**src/rtl/fib_pkg.sv**
```systemverilog
// Shared types and widths for the iterative Fibonacci accelerator.
// Latency: n/a (declarations only).
// Backpressure: n/a.
package fib_pkg;

   localparam int N_W   = 8;
   localparam int RES_W = 32;

   typedef enum logic [1:0] {
      IDLE = 2'd0,
      CALC = 2'd1,
      DONE = 2'd2
   } fib_state_t;

   typedef logic [RES_W-1:0] fib_res_t;
   typedef logic [N_W-1:0]   fib_idx_t;

endpackage

```
**src/rtl/fib_acc.sv**
```systemverilog
// Iterative Fibonacci engine: computes F(n) mod 2^RES_W, one addition per clock.
// Latency: 1 cycle accept->valid for n<=1, n cycles for n>=2 (worst case 255).
// Backpressure: single transaction in flight; result held in DONE until rdy_out, input refused until then.
module fib_acc
   import fib_pkg::*;
(
   input  logic             CLK,
   input  logic             rst,
   input  logic [N_W-1:0]   fib_in,
   input  logic             vld_in,
   output logic             rdy_in,
   output logic             vld_out,
   output logic [RES_W-1:0] fib_out,
   input  logic             rdy_out
);

   fib_state_t state_q, state_d;
   fib_idx_t   n_q, n_d;
   fib_idx_t   cnt_q, cnt_d;
   fib_res_t   a_q, a_d;
   fib_res_t   b_q, b_d;
   fib_res_t   res_q, res_d;
   fib_res_t   sum;

   // Single adder shared by the iteration step and the final result load.
   assign sum = a_q + b_q;

   // State and datapath registers; reset discards any in-flight work.
   always_ff @(posedge CLK) begin
      if (rst) begin
         state_q <= IDLE;
         n_q     <= '0;
         cnt_q   <= '0;
         a_q     <= '0;
         b_q     <= fib_res_t'(1);
         res_q   <= '0;
      end else begin
         state_q <= state_d;
         n_q     <= n_d;
         cnt_q   <= cnt_d;
         a_q     <= a_d;
         b_q     <= b_d;
         res_q   <= res_d;
      end
   end

   // Next-state and datapath update; n<=1 short-circuits straight to DONE.
   always_comb begin
      state_d = state_q;
      n_d     = n_q;
      cnt_d   = cnt_q;
      a_d     = a_q;
      b_d     = b_q;
      res_d   = res_q;
      unique case (state_q)
         IDLE: begin
            if (vld_in) begin
               n_d = fib_in;
               if (fib_in == fib_idx_t'(0)) begin
                  res_d   = '0;
                  state_d = DONE;
               end else if (fib_in == fib_idx_t'(1)) begin
                  res_d   = fib_res_t'(1);
                  state_d = DONE;
               end else begin
                  a_d     = '0;
                  b_d     = fib_res_t'(1);
                  cnt_d   = fib_idx_t'(1);
                  state_d = CALC;
               end
            end
         end
         CALC: begin
            a_d   = b_q;
            b_d   = sum;
            cnt_d = cnt_q + fib_idx_t'(1);
            // cnt tracks the index of b; the edge producing F(n) is cnt == n-1.
            if (cnt_q == n_q - fib_idx_t'(1)) begin
               res_d   = sum;
               state_d = DONE;
            end
         end
         DONE: begin
            if (rdy_out) begin
               state_d = IDLE;
            end
         end
         default: begin
            state_d = IDLE;
         end
      endcase
   end

   assign rdy_in  = (state_q == IDLE);
   assign vld_out = (state_q == DONE);
   assign fib_out = res_q;

endmodule

```
**config.mk**
```make
export PLATFORM = sky130hd
export DESIGN_NAME = fib_acc
export DESIGN_NICKNAME = d
export VERILOG_FILES = /design/src/rtl/fib_pkg.sv /design/src/rtl/fib_acc.sv
export SDC_FILE = /design/constraint.sdc
export NUM_CORES = 1
export LEC_CHECK = 0
export CORE_AREA = 3 3 122 124
export DETAILED_ROUTE_END_ITERATION = 7
export DIE_AREA = 0 0 125 127
export DONT_BUFFER_PORTS = 1
export PLACE_DENSITY_LB_ADDON = 0.08
export SETUP_SLACK_MARGIN = 0.3
export SYNTH_ARGS = -nofsm -noshare
export SYNTH_HDL_FRONTEND = slang
export SYNTH_SLANG_ARGS = --single-unit
```
**constraint.sdc**
```tcl
create_clock -name CLK -period 2.4 [get_ports CLK]
set_input_delay 0.48 -clock CLK [delete_from_list [all_inputs] [get_ports CLK]]
set_output_delay 0.48 -clock CLK [all_outputs]
set_load 0.05 [all_outputs]
```
==> impl_metrics.yaml <==
timing:
  fin_crit_sh_pct: 107
  min_period_ns: 2.57
  skew_ns: 0.0163
  tightest_slew_ns: 0.607
  rsz0062_at_grt: "yes"
  setup_violations: 39
  slew_headroom_pct: 59.5
  setup_ws_ns: -0.174
  timing.fmax_mhz: 389
  final.setup.tns_ns: -4.83
  maxSlewViolCount: 0
  hold_viol: 0
clock_tree:
  tritoncts: "yes"
  clk_path_buf_depth: 2
  cts_buffers: 17
  root_buffer: "clkbuf_16"
  clk_pin_slew_ns: 0.05
  h-tree-depth: 4
  clock_latency_ns: 0.42
  cts_sinks: 114
worst_setup_path:
  arrival_ns: 2.88
  critPathMaxFanout: 5
  worstPathRequired_ns: 2.71
  crit_type: "flip-flop to flip-flop"
  cp-startpoint: "n_q[4]$_SDFFE_PP0P_"
  start_kind: "flip-flop"
  r2r_slack_ns: -0.17
  r2r_start: "n_q[4]$_SDFFE_PP0P_"
  endpoint_kind: "flip-flop"
finish:
  drive_above_1_share_pct: 34.5
  layout.nets: 857
  final_core_util_pct: 61.9
  multiInputGateArea_mm2: 0.00442
  fillCellCount: 1172
  insertedDiodeCount: 0
  seqCellArea_mm2: 0.00231
  syn_to_final_growth_pct: 38.9
floorplanning:
  ioPinCount: 46
  initial_core_util_pct: 44.6
  fp-row-count: 43
  core_region_area_mm2: 0.0139
  die_area_mm2: 0.0159
  die_h_um: 127
  die_w_um: 125
placed_design:
  gp_congestion: 0.892
  dpl.hpwl_um: 11300
  place_ws_ns: -0.170
  io_buffers: 0
logic_synthesis:
  synth_commonest_cells: "dfxtp_1 (114), nor2_1 (100), nand2_1 (65)"
  ys_async_sr_fraction_pct: 0
  syn_inst: 732
  yosysSeqAreaShare_pct: 36.9
  yosys_register_bits: 114
  yosysMostFrequentCell: "dfxtp_1"
  syn_nets: 778
  yosysWarnings: 0
  yosysTopAreaCellShare_pct: 36.9
  syn_area_per_cell_um2: 8.45
  syn-cell-area_mm2: 0.00619
  synthTopCellsByArea: "dfxtp_1 (37%), a22oi_1 (6.8%), ha_1 (6.7%)"
  ys.flop_type: "dfxtp_1"
  synth_edf_count: 0
  synth_cell_types: 71
  synth_top_area_cell: "dfxtp_1"
drt:
  met3WireLength_um: 636
  m1WireLength_um: 7900
  dr.pass1.iters: 5
  route.detailed.drc: 0
  wirelength_um: 17300
  wl_per_cell_um: 17.2
  drt_iter0_markers: 451
  num_vias: 5754
  dr_wl_met2_um: 8440
  via_per_inst: 5.73
  ant_nets: 0
  top_layer: "met4"
status:
  status: "finished with violations"
  failed_checks: "negative setup slack"
flow_run:
  drv_cap: 0
hold_path:
  holdCritStartpoint: "rst"
  worstHoldPathType: "input pin to flip-flop"
power:
  finalPower_mw: 5.08
  ir_drop_v: 0.000514
  cellLeakagePower_nw: 3.46
  power.density_mw_per_mm2: 591
global_route:
  grt_usage_pct: 21.0
  grt_pass1_vias: 5615
  grt_pass1_wl_um: 27700
  grt_max_degree: 106
  antenna_found_initial: 0
  overflow: 0
logic make-up (layout without fill, tap and decap cells):
| kind of cell | after synthesis | after routing | synth area share (%) |
|---|---|---|---|
| xor gates and xnor gates | 41 | 41 | 6.17 |
| DFF | 114 | 114 | 36.9 |
| AOI/OAI and AO/OA | 223 | 223 | 25.2 |
| buffers and inverters | 57 | 149 | 3.88 |
| muxes | 5 | 5 | 0.809 |
| and+or+nand+nor | 258 | 258 | 20.1 |
| adders and majority gates | 34 | 34 | 7.00 |
cell usage in the layout (no fill, tap or decap), drive strengths merged, types with 7 or more instances in the layout:
master	instances
xor2	17
o21ai	30
a21oi	59
nand2	67
a22oi	57
inv	16
a211oi	7
dfxtp	114
a21o	14
nor2	100
xnor2	23
ha	33
nor3	13
clkbuf	24
nand4	8
a31oi	9
nor2b	7
nand3	25
buf	99
worst max-delay path, cell delays in order (launching register included):
cell and delay, ns:
dfxtp_2 0.33, or3_4 0.37, or4_4 0.46, xnor2_4 0.17
a311oi_4 0.36, a31oi_4 0.23, nor2b_4 0.21, buf_6 0.13
a22o_1 0.22
path summary, 6_finish.rpt:
path                               to  cells after the start
max          fib_out[27]$_SDFFE_PP0P_                      8
min              a_q[30]$_SDFFE_PP0P_                      1
max reg2reg  fib_out[27]$_SDFFE_PP0P_                      8
min reg2reg       n_q[7]$_SDFFE_PP0P_                      2
metal layers:
metal | vias up | GRT usage [%]
li1 | 2813 | -
met1 | 2806 | 27.6
met2 | 109 | 34.8
met3 | 26 | 4.10
met4 | 0 | 7.53
met5 | - | 0
flip-flops by register name (all words and copies together), names as in the netlist:
register / cells
a_q: 32
b_q: 32
fib_out: 32
cnt_q: 8
n_q: 8
state_q: 2
where the power goes:
part | switching [mW] | internal, mW
Sequential | 0.0169 | 1.91
Clock | 0.878 | 1.95
Combinational | 0.193 | 0.132
Total | 1.09 | 3.99
stage by stage:
step	hold slack, ns	std cells	area [um2]
finish	0.136	1004	8600
CTS	0.121	994	8180
floorplan	0.448	732	6350
global placement	0.458	946	7000
global route	0.121	1004	8600
detailed placement	0.465	946	7000
repair_timing:
item / 4_1_cts / 5_1_grt
hold buffers: 0 / 0
endpoints found under the setup margin: 53 / 58
buffers inserted: 15 / 9
cloned: 1 / 1
pin swaps: 44 / 37
gates resized for setup: 73 / 67
cell type report:
cell class / instances / share of cell area, %
clock buffers: 23 / 5.68
clock inverters: 9 / 2.04
inverters: 16 / 0.699
multi-input cells: 561 / 51.4
flip-flops and latches: 114 / 26.8
well taps: 180 / 2.62
repair buffers: 101 / 10.8
(Power assumes the default switching activity.)
